## src/rtl/lfsr_trigger_capture_if.sv

```systemverilog
// Purpose : bundles the sample stream, arm/trigger controls and readout pop port of the capture stage.
// Latency : wiring only, no storage.
// Backpressure: none on the sample side; the reader paces readout with rd_en.
// Ports (master = generator/reader side, slave = capture stage):
//   sample_in/sample_valid, trig_level, arm, rd_en       master -> slave
//   rd_data/rd_valid, busy, done                         slave  -> master
interface lfsr_trigger_capture_if #(
    parameter int WIDTH = 4
);
    logic [WIDTH-1:0] sample_in;
    logic             sample_valid;
    logic [WIDTH-1:0] trig_level;
    logic             arm;
    logic             rd_en;
    logic [WIDTH-1:0] rd_data;
    logic             rd_valid;
    logic             busy;
    logic             done;

    modport master (
        output sample_in, sample_valid, trig_level, arm, rd_en,
        input  rd_data, rd_valid, busy, done
    );

    modport slave (
        input  sample_in, sample_valid, trig_level, arm, rd_en,
        output rd_data, rd_valid, busy, done
    );
endinterface

```

## src/rtl/lfsr_trigger_capture.sv

```systemverilog
// Purpose : scope-style capture of a DEPTH-sample window around a rising level crossing, PRE samples before it.
// Latency : pop-to-data 1 cycle; READOUT starts 1 cycle after the (DEPTH-PRE-1)-th valid sample past the trigger.
// Backpressure: none upstream (samples outside a capture are dropped); readout advances only on rd_en.
// Ports:
//   clk, reset         clock and synchronous active-high reset
//   cap (slave)        sample_in/sample_valid, trig_level, arm, rd_en in; rd_data/rd_valid, busy, done out
module lfsr_trigger_capture #(
    parameter int WIDTH  = 4,
    parameter int DEPTH  = 16,
    parameter int PRE    = 4,
    parameter int ADDR_W = 4
) (
    input  logic                  clk,
    input  logic                  reset,
    lfsr_trigger_capture_if.slave cap
);

    typedef enum logic [2:0] {
        IDLE,
        PREFILL,
        WAIT_TRIG,
        POST,
        READOUT
    } state_t;

    localparam int                POST_N   = DEPTH - PRE - 1;
    localparam logic [ADDR_W-1:0] PRE_A    = ADDR_W'(PRE);
    localparam logic [ADDR_W-1:0] PRE_LAST = ADDR_W'(PRE - 1);
    localparam logic [ADDR_W-1:0] POST_A   = ADDR_W'(POST_N);
    localparam logic [ADDR_W-1:0] POP_LAST = ADDR_W'(DEPTH - 1);

    state_t            state;
    logic [WIDTH-1:0]  mem [DEPTH];
    logic [ADDR_W-1:0] wp;
    logic [ADDR_W-1:0] rp;
    logic [ADDR_W-1:0] rd_start;
    logic [ADDR_W-1:0] pre_cnt;
    logic [ADDR_W-1:0] post_cnt;
    logic [ADDR_W-1:0] pop_cnt;
    logic [WIDTH-1:0]  level;
    logic [WIDTH-1:0]  prev;
    logic              prev_ok;

    logic capturing;
    logic wr;
    logic crossing;

    assign capturing = (state == PREFILL) || (state == WAIT_TRIG) || (state == POST);
    assign wr        = capturing && cap.sample_valid;
    // prev_ok keeps the first sample after arm from looking like a crossing.
    assign crossing  = prev_ok && (prev < level) && (cap.sample_in >= level);

    // Buffer RAM is never reset; only the pointers define what is valid.
    always_ff @(posedge clk) begin
        if (wr) begin
            mem[wp] <= cap.sample_in;
        end
    end

    always_ff @(posedge clk) begin
        if (reset) begin
            state       <= IDLE;
            wp          <= '0;
            rp          <= '0;
            rd_start    <= '0;
            pre_cnt     <= '0;
            post_cnt    <= '0;
            pop_cnt     <= '0;
            level       <= '0;
            prev        <= '0;
            prev_ok     <= 1'b0;
            cap.rd_data <= '0;
            cap.rd_valid <= 1'b0;
            cap.busy    <= 1'b0;
            cap.done    <= 1'b0;
        end else begin
            cap.rd_valid <= 1'b0;

            // Write pointer wraps freely; the window is located via rd_start.
            if (wr) begin
                wp      <= wp + 1'b1;
                prev    <= cap.sample_in;
                prev_ok <= 1'b1;
            end

            case (state)
                IDLE: begin
                    if (cap.arm) begin
                        state    <= PREFILL;
                        cap.busy <= 1'b1;
                        level    <= cap.trig_level;
                        pre_cnt  <= '0;
                        prev_ok  <= 1'b0;
                    end
                end

                PREFILL: begin
                    // Crossings are not evaluated here, so none can be remembered.
                    if (cap.sample_valid) begin
                        if (pre_cnt == PRE_LAST) begin
                            pre_cnt <= PRE_A;
                            state   <= WAIT_TRIG;
                        end else begin
                            pre_cnt <= pre_cnt + 1'b1;
                        end
                    end
                end

                WAIT_TRIG: begin
                    if (cap.sample_valid && crossing) begin
                        // Trigger sample lands at wp, so the window opens PRE slots back.
                        rd_start <= wp - PRE_A;
                        post_cnt <= POST_A;
                        if (POST_N == 0) begin
                            state    <= READOUT;
                            cap.busy <= 1'b0;
                            cap.done <= 1'b1;
                            rp       <= wp - PRE_A;
                            pop_cnt  <= '0;
                        end else begin
                            state <= POST;
                        end
                    end
                end

                POST: begin
                    if (cap.sample_valid) begin
                        post_cnt <= post_cnt - 1'b1;
                        if (post_cnt == ADDR_W'(1)) begin
                            state    <= READOUT;
                            cap.busy <= 1'b0;
                            cap.done <= 1'b1;
                            rp       <= rd_start;
                            pop_cnt  <= '0;
                        end
                    end
                end

                READOUT: begin
                    if (cap.rd_en) begin
                        cap.rd_data  <= mem[rp];
                        cap.rd_valid <= 1'b1;
                        rp           <= rp + 1'b1;
                        pop_cnt      <= pop_cnt + 1'b1;
                        // done falls in the same cycle the final rd_valid appears.
                        if (pop_cnt == POP_LAST) begin
                            state    <= IDLE;
                            cap.done <= 1'b0;
                        end
                    end
                end

                default: begin
                    state    <= IDLE;
                    cap.busy <= 1'b0;
                    cap.done <= 1'b0;
                end
            endcase
        end
    end

endmodule
```

## src/flat_wrapper.sv

```systemverilog
// flat-port wrapper written by rule: the top's interface ports become plain ports
module lfsr_trigger_capture_flat 
#(
    parameter int WIDTH  = 4,
    parameter int DEPTH  = 16,
    parameter int PRE    = 4,
    parameter int ADDR_W = 4
)
  (clk, reset, cap_sample_in, cap_sample_valid, cap_trig_level, cap_arm, cap_rd_en, cap_rd_data, cap_rd_valid, cap_busy, cap_done);
  lfsr_trigger_capture_if #(.WIDTH(WIDTH)) cap_i ();
  input  logic clk;
  input  logic reset;
  input wire logic [$bits(cap_i.sample_in)-1:0] cap_sample_in;
  input wire logic [$bits(cap_i.sample_valid)-1:0] cap_sample_valid;
  input wire logic [$bits(cap_i.trig_level)-1:0] cap_trig_level;
  input wire logic [$bits(cap_i.arm)-1:0] cap_arm;
  input wire logic [$bits(cap_i.rd_en)-1:0] cap_rd_en;
  output wire logic [$bits(cap_i.rd_data)-1:0] cap_rd_data;
  output wire logic [$bits(cap_i.rd_valid)-1:0] cap_rd_valid;
  output wire logic [$bits(cap_i.busy)-1:0] cap_busy;
  output wire logic [$bits(cap_i.done)-1:0] cap_done;
  assign cap_i.sample_in = cap_sample_in;
  assign cap_i.sample_valid = cap_sample_valid;
  assign cap_i.trig_level = cap_trig_level;
  assign cap_i.arm = cap_arm;
  assign cap_i.rd_en = cap_rd_en;
  assign cap_rd_data = cap_i.rd_data;
  assign cap_rd_valid = cap_i.rd_valid;
  assign cap_busy = cap_i.busy;
  assign cap_done = cap_i.done;
  lfsr_trigger_capture #(.WIDTH(WIDTH), .DEPTH(DEPTH), .PRE(PRE), .ADDR_W(ADDR_W)) u_core (.clk(clk), .reset(reset), .cap(cap_i));
endmodule
```

## config.mk

```make
export PLATFORM = sky130hd
export DESIGN_NAME = lfsr_trigger_capture_flat
export DESIGN_NICKNAME = d
export VERILOG_FILES = /design/src/rtl/lfsr_trigger_capture_if.sv /design/src/rtl/lfsr_trigger_capture.sv /design/src/flat_wrapper.sv
export SDC_FILE = /design/constraint.sdc
export NUM_CORES = 1
export LEC_CHECK = 0
export CELL_PAD_IN_SITES_DETAIL_PLACEMENT = 1
export CELL_PAD_IN_SITES_GLOBAL_PLACEMENT = 2
export CORE_UTILIZATION = 36
export CTS_CLUSTER_SIZE = 25
export DETAILED_ROUTE_END_ITERATION = 8
export PLACE_DENSITY = 0.79
export SYNTH_ARGS = -nofsm -noshare
export SYNTH_HDL_FRONTEND = slang
export SYNTH_SLANG_ARGS = --single-unit
```

## constraint.sdc

```tcl
create_clock -name clk -period 2.2 [get_ports clk]
set_input_delay 0.66 -clock clk [delete_from_list [all_inputs] [get_ports clk]]
set_output_delay 0.66 -clock clk [all_outputs]
set_load 0.02 [all_outputs]
```

==> results.toml, run 1 <==
[outcome]
status = "complete, no violations"

[sta]
rsz0062_at_grt = "false"
relSlewSlack = 0.609
setup_tns_ns = 0
tightest_slew_ns = 0.586
setup_ws_ns = 0.0679
final_hold_viol_count = 0
fmax_mhz = 469
fin_crit_sh = 0.969
maxSlewViolCount = 0
period_needed_ns = 2.13
finalSetupViolations = 0
fin_skew_ns = 0.00824

[clock_network]
cts_buffer_depth = 2
ctsHoldBuffers = 0
cts_sinks = 107
htree_levels = 3
cts-root-buf = "clkbuf_16"
post_cts_buffers = 0
path_clk_slew_ns = 0.07
insertion_delay_ns = 0.35
tritoncts = "built"
numCtsBuffers = 9

[floorplanning]
die_w_um = 117
floorplan.initialDensity = 0.372
ioPinCount = 20
die_area_um2 = 13700
rows = 41
coreArea_um2 = 12800
die_h_um = 117

[min_path]
hp-class = "reg2reg"

[routing]
vias_per_cell = 5.20
route.detailed.drc = 0
vias = 3036
wl_per_cell_um = 18.1
wl_um = 10600
drt_iter0_markers = 195
ant_nets = 0
drtPass1Iterations = 4

[logic_synthesis]
yosys_warnings = 0
syn_area_um2 = 4750
ys_seq_area_frac = 0.585
synth-seq-cells = 107
postSynthAreaPerCell_um2 = 13.2
synth_flop_cell = "edfxtp_1"
synth.distinct_cells = 54
netlist_instances = 361
synth_nets = 394
synth_edf_count = 64
async_flop_share = 0

[pwr]
peakVddDrop_v = 0.000413
clkPwrFrac = 0.353
p_seq_frac = 0.509
p_leak_uw = 0.00201
powerDensity_nw_per_um2 = 775
pwr-share-comb = 0.139
switching_share = 0.262
p_int_uw = 3260
p_sw_uw = 1160

[finish]
area_growth_pct = 19.9
post_route_cells_drive_above_1_share = 0.206
fin_cells = 584
n_antenna_cell = 0
final_nets = 440
nFillCells = 1307
largest_reg_flops = 64
regMostFlops = "u_core.mem"

[critical_path]
cp.depth = 9
crit_family = "compound AO/OA/AOI/OAI gates"
arrival_ns = 2.37
path_max_fanout = 7
r2r_start = "u_core.level[2]$_SDFFE_PP0P_"
cpMaxStageDelayCell = "a2111oi_4"
critPathMaxStageDelay_ns = 0.33
end_kind = "flip-flop"
setup.worst_path.end = "u_core.post_cnt[3]$_SDFFE_PP0P_"
path_buf_inv = 3
critPathRequiredTime_ns = 2.44
path_class = "in2reg"
start_kind = "primary input"
crit_chain = "clkdlybuf4s15_1 -> inv_1 -> ha_1 -> nand2b_4 -> a2111oi_4 -> nor4_4 -> and3_4 -> buf_6 -> o311a_1"
ff2ff_setup_slack_ns = 0.22
ff2ff_path_depth = 8
r2r-end = "u_core.rd_start[2]$_SDFFE_PP0P_"
timing.critical_path.from = "cap_sample_in[0]"

[grt]
grt_pass1_wl_um = 17100
grt_pass1_vias = 3167
antenna_found_initial = 0
gr-total-overflow = 0
grt_max_degree = 28
grt_use_total = 0.171

[placement]
dp_slack_ns = -0.810
dp_hpwl_um = 7740
place_congestion = 0.739
dp_cells = 569
port_buffers = 19

[run]
maxCapViolations = 0
timing repair:
item	4_1_cts	5_1_grt
endpoints found under the hold margin	0	0
setup endpoints to repair	9	3
pin swaps	6	2
resized for setup	17	0
synthesized netlist by cell type, types with 2 or more instances:
cell type   n  area share
nand3_1     5      0.0053
buf_2       5      0.0053
ha_1       20       0.053
dfxtp_1    43        0.18
nand2_1    20       0.016
a31oi_1     3      0.0039
a32o_1      2      0.0042
nor3b_1     3      0.0047
xor2_1      3      0.0055
a221o_1     4      0.0084
buf_1       3      0.0024
or3_1       2      0.0026
o21ai_0     4      0.0042
nand2b_1    5      0.0066
nor2_1     34       0.027
nand4_1     2      0.0026
a211oi_1    2      0.0032
inv_1      12      0.0095
nor3_1     10       0.011
mux2_2      5       0.012
and3_1     20       0.026
edfxtp_1   64        0.40
xnor2_1     3      0.0055
a21oi_1    17       0.018
or3b_1      2      0.0037
a2bb2oi_1   2      0.0037
buf_6       3      0.0071
o31a_1      3      0.0055
mux4_2     16       0.076
and2_1      2      0.0026
clkbuf_1    6      0.0047
nor3b_2     2      0.0053
a311oi_1    2      0.0037
a22o_1      4      0.0074
mux2i_1     8       0.017
o211ai_1    2      0.0032
final cells by class:
cell class | instances | area, um^2 | share of cell area
inverter | 13 | 48.8 | 0.00856
timing repair buffer | 53 | 474 | 0.0832
multi-input combinational | 223 | 1890 | 0.332
sequential | 107 | 2780 | 0.488
clock inverter | 7 | 58.8 | 0.0103
tap | 172 | 215 | 0.0378
clock buffer | 9 | 225 | 0.0395
power by group through the flow:
| stage | clock (uW) | combinational [uW] | sequential (uW) |
|---|---|---|---|
| finish | 1560 | 613 | 2250 |
| global route | 1670 | 680 | 2250 |
| CTS | 1580 | 621 | 2250 |
| detailed placement | 0 | 595 | 2290 |
| global placement | 0 | 576 | 2290 |
| floorplan | 0 | 386 | 2260 |
worst min-delay path, delay by kind of cell, from the launching register on:
kind | cells | cell delay [ns]
AND/OR/NAND/NOR | 1 | 0.06
AO/OA/AOI/OAI | 1 | 0.05
flip-flops | 1 | 0.33
cells by family after synthesis:
logic type / synth area share
AND/OR/NAND/NOR: 0.133
flip-flops: 0.585
AO/OA/AOI/OAI: 0.0789
buffers and inverters: 0.0313
multiplexers: 0.108
adder cells (fa/ha/maj): 0.0526
XOR/XNOR: 0.0111
stage by stage:
stage,hold slack (ns),area [um^2],utilization,total power (uW)
final,0.483,5700,0.446,4420
after global routing,0.502,5700,0.446,4600
after CTS,0.483,5700,0.446,4450
after detailed placement,0.472,5370,0.420,2890
after global placement,0.452,5370,0.420,2860
after floorplan,0.435,4770,-,2650
cells in the final DEF (no fill, tap or decap), drive strengths merged, types with 14 or more instances in the layout:
cell type | netlist | final
edfxtp | 64 | 64
dfxtp | 43 | 43
nor2 | 34 | 34
buf | 12 | 34
nand2 | 20 | 20
and3 | 20 | 20
ha | 20 | 20
a21oi | 17 | 17
mux4 | 16 | 16
inv | 13 | 16
clkdlybuf4s50 | 0 | 14
how the worst min path moves through the flow:
stage / depth (start not counted) / from / to
floorplan: 2 / u_core.rd_start[1]$_SDFFE_PP0P_ / u_core.rd_start[1]$_SDFFE_PP0P_
global placement: 2 / u_core.pre_cnt[3]$_SDFFE_PP0P_ / u_core.pre_cnt[3]$_SDFFE_PP0P_
detailed placement: 2 / u_core.pre_cnt[3]$_SDFFE_PP0P_ / u_core.pre_cnt[3]$_SDFFE_PP0P_
CTS: 2 / u_core.pre_cnt[3]$_SDFFE_PP0P_ / u_core.pre_cnt[3]$_SDFFE_PP0P_
global route: 2 / u_core.pre_cnt[3]$_SDFFE_PP0P_ / u_core.pre_cnt[3]$_SDFFE_PP0P_
finish: 2 / u_core.pre_cnt[3]$_SDFFE_PP0P_ / u_core.pre_cnt[3]$_SDFFE_PP0P_
metal layers:
metal,share of wire,vias to the layer above,GRT usage
li1,-,1460,-
met1,0.46,1527,0.215
met2,0.50,35,0.297
met3,0.020,14,0.0319
met4,0.017,0,0.0582
met5,0,-,0
(Power assumes the default switching activity.)
==> inputs of run 2 (changes only) <==
--- a/config.mk
+++ b/config.mk
@@ -8,6 +8,7 @@
 export CELL_PAD_IN_SITES_DETAIL_PLACEMENT = 1
 export CELL_PAD_IN_SITES_GLOBAL_PLACEMENT = 2
 export CORE_UTILIZATION = 36
+export CTS_CLUSTER_DIAMETER = 120
 export CTS_CLUSTER_SIZE = 25
 export DETAILED_ROUTE_END_ITERATION = 8
 export PLACE_DENSITY = 0.79
==> results of run 2 <==
Same layout as run 1: the final DEF is identical, and so are final timing and power.
